### src/rtl/fft_frame_buf_ctrl.sv
// Frame sequencer for a 2**ADDR_W-entry dual-port sample RAM: fills it via port A, then replays
// it via port B through a 2-entry skid buffer. Define BITREV_EN for bit-reversed replay order.
module fft_frame_buf_ctrl #(
  parameter int WIDTH  = 11,
  parameter int ADDR_W = 6
) (
  input  logic              clk,
  input  logic              rst,
  input  logic              in_valid,
  output logic              in_ready,
  input  logic [WIDTH-1:0]  in_data,
  output logic              out_valid,
  input  logic              out_ready,
  output logic [WIDTH-1:0]  out_data,
  output logic              out_last,
  output logic              frame_done,
  output logic              ram_en_a,
  output logic              ram_we_a,
  output logic [ADDR_W-1:0] ram_addr_a,
  output logic [WIDTH-1:0]  ram_di_a,
  output logic              ram_en_b,
  output logic [ADDR_W-1:0] ram_addr_b,
  input  logic [WIDTH-1:0]  ram_do_b
);

  localparam logic [ADDR_W:0] LAST_IDX = {1'b0, {ADDR_W{1'b1}}};
  localparam logic [ADDR_W:0] ONE      = {{ADDR_W{1'b0}}, 1'b1};

  typedef enum logic {FILL = 1'b0, DRAIN = 1'b1} state_t;

  state_t           state, state_nxt;
  logic [ADDR_W:0]  wr_cnt, rd_cnt, out_cnt;
  logic [1:0]       occ, level_nxt;
  logic             in_flight, in_hs, out_hs, rd_issue, push_slot;
  logic [WIDTH-1:0] skid [2];

  function automatic logic [ADDR_W-1:0] rd_addr(input logic [ADDR_W-1:0] idx);
    logic [ADDR_W-1:0] r;
`ifdef BITREV_EN
    r = '0;
    for (int i = 0; i < ADDR_W; i++) r[i] = idx[ADDR_W-1-i];
`else
    r = idx;
`endif
    return r;
  endfunction

  assign out_valid  = (occ != 2'd0);
  assign out_data   = skid[0];
  assign out_last   = out_valid && (out_cnt == LAST_IDX);
  assign out_hs     = out_valid && out_ready;
  // Skid fill level next cycle: the in-flight read lands, the popped head leaves.
  assign level_nxt  = occ + {1'b0, in_flight} - {1'b0, out_hs};
  // Slot the landing read is written to after any pop shift (low bit of occ - pop).
  assign push_slot  = occ[0] ^ out_hs;
  assign in_hs      = ram_we_a;
  assign rd_issue   = ram_en_b;
  assign ram_en_a   = ram_we_a;
  assign ram_addr_a = wr_cnt[ADDR_W-1:0];
  assign ram_di_a   = in_data;
  assign ram_addr_b = rd_addr(rd_cnt[ADDR_W-1:0]);

  // NOTE: every signal driven here gets a default first so no latch is inferred.
  always_comb begin
    state_nxt  = state;
    in_ready   = 1'b0;
    ram_we_a   = 1'b0;
    ram_en_b   = 1'b0;
    frame_done = 1'b0;
    case (state)
      FILL: begin
        in_ready = 1'b1;
        ram_we_a = in_valid;
        if (in_valid && (wr_cnt == LAST_IDX)) state_nxt = DRAIN;
      end
      DRAIN: begin
        ram_en_b   = !rd_cnt[ADDR_W] && (level_nxt < 2'd2);
        frame_done = out_hs && out_last;
        if (frame_done) state_nxt = FILL;
      end
    endcase
  end

  // NOTE: sequential state uses non-blocking assignments only.
  always_ff @(posedge clk) begin
    if (rst) state <= FILL;
    else     state <= state_nxt;
  end

  always_ff @(posedge clk) begin
    if (rst) begin
      wr_cnt    <= '0;
      rd_cnt    <= '0;
      out_cnt   <= '0;
      occ       <= '0;
      in_flight <= 1'b0;
    end else begin
      in_flight <= rd_issue;
      occ       <= level_nxt;
      if (in_hs)    wr_cnt  <= (wr_cnt == LAST_IDX) ? '0 : wr_cnt + ONE;
      if (rd_issue) rd_cnt  <= rd_cnt + ONE;
      if (out_hs)   out_cnt <= out_cnt + ONE;
      if (frame_done) begin
        wr_cnt  <= '0;
        rd_cnt  <= '0;
        out_cnt <= '0;
      end
    end
  end

  // NOTE: skid data has no reset; occ alone decides which entries are meaningful.
  always_ff @(posedge clk) begin
    if (out_hs)    skid[0]         <= skid[1];
    if (in_flight) skid[push_slot] <= ram_do_b;
  end

endmodule

### config.mk
export PLATFORM = sky130hd
export DESIGN_NAME = fft_frame_buf_ctrl
export DESIGN_NICKNAME = d
export VERILOG_FILES = /design/src/rtl/fft_frame_buf_ctrl.sv
export SDC_FILE = /design/constraint.sdc
export NUM_CORES = 1
export LEC_CHECK = 0
export BUFFER_PORTS_ARGS = -buffer_cell sky130_fd_sc_hd__buf_2
export CAP_MARGIN = 10
export CORE_MARGIN = 4
export CORE_UTILIZATION = 53
export CTS_BUF_LIST = sky130_fd_sc_hd__clkbuf_8
export DETAILED_ROUTE_END_ITERATION = 6
export PLACE_DENSITY_LB_ADDON = 0.05
export SYNTH_ARGS = -nofsm -noshare
export SYNTH_HDL_FRONTEND = slang
export SYNTH_SLANG_ARGS = --single-unit
### constraint.sdc
create_clock -name clk -period 3.4 [get_ports clk]
set_input_delay 0.17 -clock clk [delete_from_list [all_inputs] [get_ports clk]]
set_output_delay 0.17 -clock clk [all_outputs]
set_load 0.01 [all_outputs]
# ---- Word level (Yosys, flattened, before mapping)
# Memories as Yosys holds them, arrays and structs flattened.
# Index checks and enable logic that the tools add are counted.
dict set report word_totals {
  elab_cells 37
  n_memories 1
  latchBits 0
  register_bits 25
  rom_bits 0
  ram_bits 22
  in_bits 26
}
dict set report classes {
  magnitude_cmp 1
  multipliers 0
  addsub 5
  n_reduce_logical 8
  n_mux 12
  n_shift 0
  n_div 0
  n_eq_ne 2
  n_bitwise 2
}
# memory depth width read_ports rd_clocked_by_memory_dff wr line_no
set memory_table {}
lappend memory_table {skid 2 11 2 0 2 35} ;# logic [WIDTH-1:0] skid [2];
# op n
set ops {}
lappend ops {{$add A7 B1 Y7 const B} 3}
lappend ops {{$eq A7 B6 Y1 const B} 2}
lappend ops {{$mux W1} 10}
lappend ops {{$mux W7} 1}
lappend ops {{$logic_and A1 B1 Y1} 5}
lappend ops {{$add A2 B1 Y2} 1}
lappend ops {{$lt A2 B2 Y1 const B} 1}
lappend ops {{$pmux W1 S2} 1}
lappend ops {{$reduce_bool A2 Y1} 1}
lappend ops {{$reduce_or A2 Y1} 1}
lappend ops {{$sub A2 B1 Y2} 1}
lappend ops {{$logic_not A1 Y1} 1}
lappend ops {{$not A1 Y1} 1}
lappend ops {{$xor A1 B1 Y1} 1}

# ---- Longest topological paths before layout
# Gate-level depths: netlist (run 1).
dict set report depth {
  word_depth 6
  mapped_depth 10
}

# ---- Least setup slack after synthesis (run 1)
# No wires, ideal clock.
dict set report synth_path {
  kind {register -> register}
  start {reg occ[1]}
  end {reg rd_cnt[4]}
  slack_ns 1.020
  stages_incl_launch_ff 11
  required_ns 3.329
  arrival_ns 2.309
  path_cell_list {dfxtp_1 -> buf_6 -> o21ai_1 -> inv_1 -> ha_1 -> inv_1 -> ha_1 -> xor3_1 -> buf_6 -> or4_1 -> a21oi_1}
}
dict set report synth_via {
  elab_chain_cells 6
  word_cells_on_any_way 11
  cone_classes {add/sub: 2; order compare: 1; mux: 2; reduce/logical: 6}
}
# item line_no
set synth_lines {}
lappend synth_lines {{start: declaration} 33} ;# logic [1:0] occ, level_nxt;
lappend synth_lines {{start signal: assignment} 99} ;# occ <= level_nxt;
lappend synth_lines {{$reduce_bool A2 Y1 (*)} 48} ;# assign out_valid = (occ != 2'd0);
lappend synth_lines {{$logic_and A1 B1 Y1 (*)} 51} ;# assign out_hs = out_valid && out_ready;
lappend synth_lines {{named net out_hs} 34} ;# logic in_flight, in_hs, out_hs, rd_issue, push_slot;
lappend synth_lines {{$sub A2 B1 Y2} 53} ;# assign level_nxt = occ + {1'b0, in_flight} - {1'b0, out_hs};
lappend synth_lines {{$lt A2 B2 Y1} 77} ;# ram_en_b = !rd_cnt[ADDR_W] && (level_nxt < 2'd2);
lappend synth_lines {{$logic_and A1 B1 Y1} 77}
lappend synth_lines {{$mux W1} 70} ;# case (state)
lappend synth_lines {{end signal: assignment} 101} ;# if (rd_issue) rd_cnt <= rd_cnt + ONE;
lappend synth_lines {{end: declaration} 32} ;# logic [ADDR_W:0] wr_cnt, rd_cnt, out_cnt;
# The timed path passes the listed nets; every way through them passes the cells marked *.
# A chain may end at the register's enable or synchronous reset.

# ---- Final worst setup path (run 1)
dict set report layout_path {
  start {reg occ[1]}
  end {reg rd_cnt[6]}
}
# Same word-level chain as after synthesis.

==> summary.md, run 1 <==
| Metric | Value |
|---|---|
| Area of the die | 0.00531 mm^2 |
| Number of antenna cells inserted | 0 |
| Register-to-register setup slack | 770 ps |
| Synth warn | 0 |
| Max Fclk | 381 MHz |
| Clock latency reported for the late side of the worst-skew pair | 300 ps |
| Worst ir drop on vdd | 0.253 mV |
| Synthesized cell area | 0.00223 mm^2 |
| Static Leak | 0.942 nW |
| Number of global-route vias before repair | 1576 |
| Endpoint type of the worst setup path | flip-flop |
| Post-synthesis adder-cell area fraction | 2.81% |
| CP Max Fanout | 12 |
| Count of cells resized by post-cts repair | 0 |
| Synthesized-area fraction occupied by xor and xnor cells | 3.26% |
| CP required | 3640 ps |
| Combinational family with the most area after synthesis | simple AND/OR/NAND/NOR gates |
| DP HPWL | 3.04 mm |
| Inserted Clock Buffers | 5 |
| Post-synth EDFFs | 22 |
| Setup repair after global routing missed its margin | false |
| Post-route cell area | 0.00241 mm^2 |
| Most frequent cells after synthesis | 25 x dfxtp_1, 24 x buf_4, 22 x edfxtp_1 |
| Buffers on Ports | 44 |
| Largest buffer count on any clock path | 2 |
| Data arrival time of the critical path | 2860 ps |
| Flip-flop and latch count after synthesis | 47 |
| Layout overhead on the synthesized area | 8.37% |
| Cells taking the most area after synthesis | edfxtp_1 30%, dfxtp_1 22%, buf_4 8.1%, mux2_2 5.6%, a21oi_1 2.9% |
| Routed WL per cell | 15.4 um |
| Crit path max-delay family | compound AO/OA/AOI/OAI gates |
| Total GRT Usage | 16.9% |
| Die boundary width | 72.8 um |
| Total count of hold-check failures in the final report | 0 |
| DR iter-0 viols | 97 |
| Final critical-path setup slack | 773 ps |
| Number of vias in the routed layout | 1568 |
| Initial antenna violation count | 0 |
| Total of endpoints with negative setup slack in the final report | 0 |
| Net count after synthesis | 232 |
| Nets | 253 |
| Highest-delay cell along the critical path | or4_1 |
| Most used standard cell by instance count after synthesis | dfxtp_1 |
| Total I/O pin count | 67 |
| # placed instances | 265 |
| Run status | completed |
| Fraction of the mapped netlist area in simple logic gates | 12.4% |
| Compound-Gate Fraction of Synth Area | 10.9% |
| Remaining Overflow, GRT | 0 |
| Worst Setup Slack post-DPL | 820 ps |
| RD Place Congestion | 0.819 |
| Least-Margin Pin Slew | 1140 ps |
| DP Area | 0.00230 mm^2 |
| List of cells traversed by the critical path | o21ai_1 > inv_1 > ha_1 > inv_1 > ha_1 > xor3_1 > or4_1 > a21oi_1 |
| Wire length of the first global-routing pass | 6.85 mm |
| H-tree levels | 2 |
| Top cell type's share of synthesized area | 29.6% |
| Worst setup path class | reg -> reg |
| Setup Fix Bufs, Post-CTS | 0 |
| Largest net degree at the start of global routing | 22 |
| Worst hold path class | in -> reg |
| Final WL | 4.20 mm |
| Post-route minimum period | 2630 ps |
| Starting Density | 55.3% |
| CTS root buf | clkbuf_8 |
| Per-instance average area after synthesis | 11.1 um^2 |
| Relative slew slack | 24.1% |
| Largest clock skew in the final design | 3.32 ps |
| Count of buffering cells on the critical path with inverters included | 2 |
| Final period utilization | 77.3% |
| Core region area | 0.00403 mm^2 |
| Sequential element share of the synthesized area | 52.1% |
| Total power per unit cell area | 550 mW/mm^2 |
| Total clock sinks | 47 |
| Placement row count | 23 |
| Clock tree from TritonCTS | done |
| Type of element launching the critical path | flip-flop |
| Clock transition at the register clock pins on the worst setup and hold paths after CTS | 80 ps |
| DRT Pass-1 Iters | 4 |
| Cell type contributing the most total cell area after synthesis | edfxtp_1 |
| Number of maximum-capacitance constraint violations | 0 |
| Top flip-flop cell by instance count after synthesis | dfxtp_1 |
| Total power consumption of the routed design | 1.33 mW |
| Hold_buf cts | 0 |
| Share of synthesized area spent on multiplexers | 6.91% |
| Post-route non-filler standard cell count | 273 |
| Share of synthesized registers carrying an async set or reset | 0% |
| Final sum of negative setup slack | 0 ps |
| Die boundary height | 72.8 um |
| Number of unique standard cell types used by synthesis | 36 |
| Via density | 5.74 |
| Max incr delay on CP | 550 ps |
| Cell count after synthesis | 201 |
| Antenna Nets Post-Route | 0 |
| Post-route DRC violation count | 0 |
| Share of post-route cells with drive strength above 1 | 29.6% |
| Count of pins over their slew limit | 0 |
state kept, by name (all words and copies together), names as in the netlist:
signal / count
skid: 22
out_cnt: 7
rd_cnt: 7
wr_cnt: 7
occ: 2
in_flight: 1
state: 1
report_power, final:
group          switching, mW  internal [mW]
sequential            0.0299          0.646
combinational          0.139          0.109
clock                  0.184          0.219
layer usage:
layer	share of wire, %	track usage (%)	up-vias
met3	6.2	4.68	30
met1	40	16.9	745
li1	-	-	752
met4	4.6	11.1	0
met2	49	30.2	41
met5	0	0	-
final cells by class:
cell class              count  area, um^2
clock inverters             3        43.8
clock buffers               5        68.8
multi-input cells         113         813
inverters                  10        37.5
fillers                   347        1610
flip-flops and latches     47        1160
repair buffers             45         228
well taps                  50        62.6
path summary, 6_finish.rpt:
kind,startpoint,end,cells after the start
worst max-delay path,occ[1]$_SDFF_PP0_,rd_cnt[6]$_SDFFE_PP0P_,8
worst min-delay path,ram_do_b[3],skid[1][3]$_DFFE_PP_,1
worst max register to register,occ[1]$_SDFF_PP0_,rd_cnt[6]$_SDFFE_PP0P_,8
worst min register to register,wr_cnt[6]$_SDFFE_PP0P_,wr_cnt[6]$_SDFFE_PP0P_,2
cells in the final DEF, fill, tap and decap left out, types with 2 or more instances in the layout:
cell / n
xor2_1: 3
clkbuf_8: 5
dfxtp_1: 25
a311oi_1: 2
mux2_2: 11
nand2b_1: 4
or3_1: 5
nand3_1: 7
a21oi_1: 13
inv_1: 10
buf_2: 44
nor2_1: 9
edfxtp_1: 22
nand2_1: 6
mux2i_1: 3
o211ai_1: 3
or4_1: 5
ha_1: 5
o31ai_1: 6
o21ai_0: 9
nand3b_1: 2
nor2b_1: 4
nand4_1: 3
nor3_1: 2
cells by family after synthesis:
group / Yosys count
buf+inv: 41
flops: 47
simple gates: 50
fa+ha+maj: 5
mux: 14
xor+xnor: 5
compound gates: 39
per-stage QoR:
stage | hold WS, ps | utilization (%)
2_1_floorplan | 242 | -
3_3_place_gp | 340 | 57.1
3_5_place_dp | 340 | 57.1
4_1_cts | 49.9 | 59.9
5_1_grt | 36.0 | 59.9
6_report | 57.9 | 59.9
Power figures use the tool's default switching activity.
==> run 2: changes to the inputs <==
CORE_UTILIZATION = 48   (was 53)
clock period = 2.2 ns   (was 3.4 ns; I/O delays follow)
==> summary.md, run 2 (synthesis gave the netlist of run 1 again) <==
| Metric | Value |
|---|---|
| Total count of hold-check failures in the final report | 0 (unchanged) |
| Post-route cell area | 0.00263 mm^2 (was 0.00241 mm^2) |
| Antenna Nets Post-Route | 0 (unchanged) |
| Type of element launching the critical path | flip-flop (unchanged) |
| Number of flip-flops in the largest register | 22 (unchanged) |
| Register containing the most flip-flops in the final layout | skid (unchanged) |
| CP Max Fanout | 6 (was 12) |
| Routed WL per cell | 14.8 um (was 15.4 um) |
| Stages on worst setup path | 8 (unchanged) |
| Count of buffering cells on the critical path with inverters included | 2 (unchanged) |
| Number of antenna cells inserted | 0 (unchanged) |
| Startpoint of the worst register-to-register path | occ[0]$_SDFF_PP0_ (was occ[1]$_SDFF_PP0_) |
| Worst hold path class | in -> reg (unchanged) |
| # placed instances | 272 (was 265) |
| Worst setup path class | reg -> reg (unchanged) |
| Worst Setup Slack post-DPL | 6.12 ps (was 820 ps) |
| Data arrival time of the critical path | 2380 ps (was 2860 ps) |
| CP required | 2430 ps (was 3640 ps) |
| DR iter-0 viols | 57 (was 97) |
| Highest-delay cell along the critical path | or4_4 (was or4_1) |
| Worst-case reg-to-reg path depth | 8 (unchanged) |
| Commonest cells after routing, fill and taps aside | 44 x buf_2, 25 x dfxtp_1, 22 x edfxtp_1 (unchanged) |
| Register-to-register setup slack | 50 ps (was 770 ps) |
| Worst ir drop on vdd | 0.387 mV (was 0.253 mV) |
| Capture endpoint of the worst hold path | occ[0]$_SDFF_PP0_ (was skid[1][3]$_DFFE_PP_) |
| Core region area | 0.00441 mm^2 (was 0.00403 mm^2) |
| Remaining Overflow, GRT | 0 (unchanged) |
| DP Area | 0.00235 mm^2 (was 0.00230 mm^2) |
| Die boundary width | 76.1 um (was 72.8 um) |
| Largest clock skew in the final design | 6.07 ps (was 3.32 ps) |
| CTS root buf | clkbuf_8 (unchanged) |
| Wire length of the first global-routing pass | 7.20 mm (was 6.85 mm) |
| Relative slew slack | 67.8% (was 24.1%) |
| Crit path max-delay family | simple AND/OR/NAND/NOR gates (was compound AO/OA/AOI/OAI gates) |
| Placement row count | 24 (was 23) |
| Area of the die | 0.00580 mm^2 (was 0.00531 mm^2) |
| Buffers on Ports | 44 (unchanged) |
| Largest buffer count on any clock path | 2 (unchanged) |
| H-tree levels | 2 (unchanged) |
| Number of maximum-capacitance constraint violations | 0 (unchanged) |
| Largest net degree at the start of global routing | 22 (unchanged) |
| Total clock sinks | 47 (unchanged) |
| Initial antenna violation count | 0 (unchanged) |
| Post-route non-filler standard cell count | 292 (was 273) |
| Number of global-route vias before repair | 1595 (was 1576) |
| Layout overhead on the synthesized area | 17.9% (was 8.37%) |
| Endpoint type of the worst setup path | flip-flop (unchanged) |
| Clock latency reported for the late side of the worst-skew pair | 300 ps (about the same) |
| Clock transition at the register clock pins on the worst setup and hold paths after CTS | 80 ps (about the same) |
| Total power per unit cell area | 866 mW/mm^2 (was 550 mW/mm^2) |
| Max Fclk | 465 MHz (was 381 MHz) |
| Via density | 5.57 (was 5.74) |
| Clock tree from TritonCTS | done (unchanged) |
| Crit-path most repeated cell | inv_1 |
| DRT Pass-1 Iters | 4 (unchanged) |
| Nets | 270 (was 253) |
| Static Leak | 1.04 nW (was 0.942 nW) |
| Final sum of negative setup slack | 0 ps (unchanged) |
| Setup crit start | occ[0]$_SDFF_PP0_ (was occ[1]$_SDFF_PP0_) |
| Count of pins over their slew limit | 0 (unchanged) |
| Post-route minimum period | 2150 ps (was 2630 ps) |
| Die boundary height | 76.1 um (was 72.8 um) |
| Number of vias in the routed layout | 1626 (was 1568) |
| Max incr delay on CP | 520 ps (was 550 ps) |
| Total GRT Usage | 14.8% (was 16.9%) |
| Share of post-route cells with drive strength above 1 | 30.8% (was 29.6%) |
| Endpoint of the lowest-slack register-to-register path | rd_cnt[6]$_SDFFE_PP0P_ (unchanged) |
| Least-Margin Pin Slew | 481 ps (was 1140 ps) |
| DP HPWL | 3.03 mm (was 3.04 mm) |
| Hold depth | 2 (was 1) |
| Most frequent standard cell in the layout excluding fill and tap cells | buf_2 (unchanged) |
| Worst hold slack after final layout | 23.5 ps (was 57.9 ps) |
| Starting Density | 50.5% (was 55.3%) |
| Final WL | 4.33 mm (was 4.20 mm) |
| Total of endpoints with negative setup slack in the final report | 0 (unchanged) |
| Run status | completed (unchanged) |
| Post-route DRC violation count | 0 (unchanged) |
| RD Place Congestion | 0.871 (was 0.819) |
| List of cells traversed by the critical path | o21ai_4 > inv_1 > ha_1 > inv_1 > ha_2 > xor3_2 > or4_4 > a21oi_1 (was o21ai_1 > inv_1 > ha_1 > inv_1 > ha_1 > xor3_1 > or4_1 > a21oi_1) |
| Hold Path Origin | rst (was ram_do_b[3]) |
| Inserted Clock Buffers | 5 (unchanged) |
| Final period utilization | 97.8% (was 77.3%) |
| Total I/O pin count | 67 (unchanged) |
| Final critical-path setup slack | 48.9 ps (was 773 ps) |
## run 2: area by class of cell
class,instances,area (um^2)
Inverter,10,37.5
Timing Repair Buffer,61,375
Clock inverter,3,63.8
Multi-Input combinational cell,114,856
Fill cell,371,1790
Clock buffer,5,68.8
Sequential cell,47,1160
Tap cell,52,65.1
## run 2: report_power, final
part           switching (mW)  internal (mW)
logic                   0.260          0.251
registers              0.0356          0.998
clock network           0.282          0.449
## run 2: worst reg2reg max path: stages (launching register included)
cell     delay (ps)
dfxtp_1         340
o21ai_4         150
inv_1            50
ha_1            260
inv_1            60
ha_2            200
xor3_2          310
or4_4           520
a21oi_1         180
## run 2: metrics by stage
stage	util, %	total power [mW]
finish	59.5	2.28
global route	59.5	2.38
CTS	58.8	2.26
detailed placement	53.3	1.51
global placement	53.3	1.48
floorplan	-	1.41
## run 2: worst max-delay path by stage
stage | slack, ps | endpoint
floorplan | 20 | rd_cnt[4]$_SDFFE_PP0P_
global placement | 120 | rd_cnt[6]$_SDFFE_PP0P_
detailed placement | 6 | rd_cnt[6]$_SDFFE_PP0P_
CTS | 10 | rd_cnt[6]$_SDFFE_PP0P_
global route | -1 | rd_cnt[6]$_SDFFE_PP0P_
finish | 50 | rd_cnt[6]$_SDFFE_PP0P_
## run 2: layer usage
metal	global-route usage [%]	wire, um
met3	4.37	312
met4	8.92	159
met2	24.0	2080
met5	0	0
met1	17.1	1780
## run 2: what timing repair did
item	4_1_cts	5_1_grt
gates resized for setup	1	2
setup buffers	0	0
endpoints found under the setup margin	1	2
cloned	0	1
hold buffers	11	0
pin swaps	0	0
hold endpoints to repair	11	0
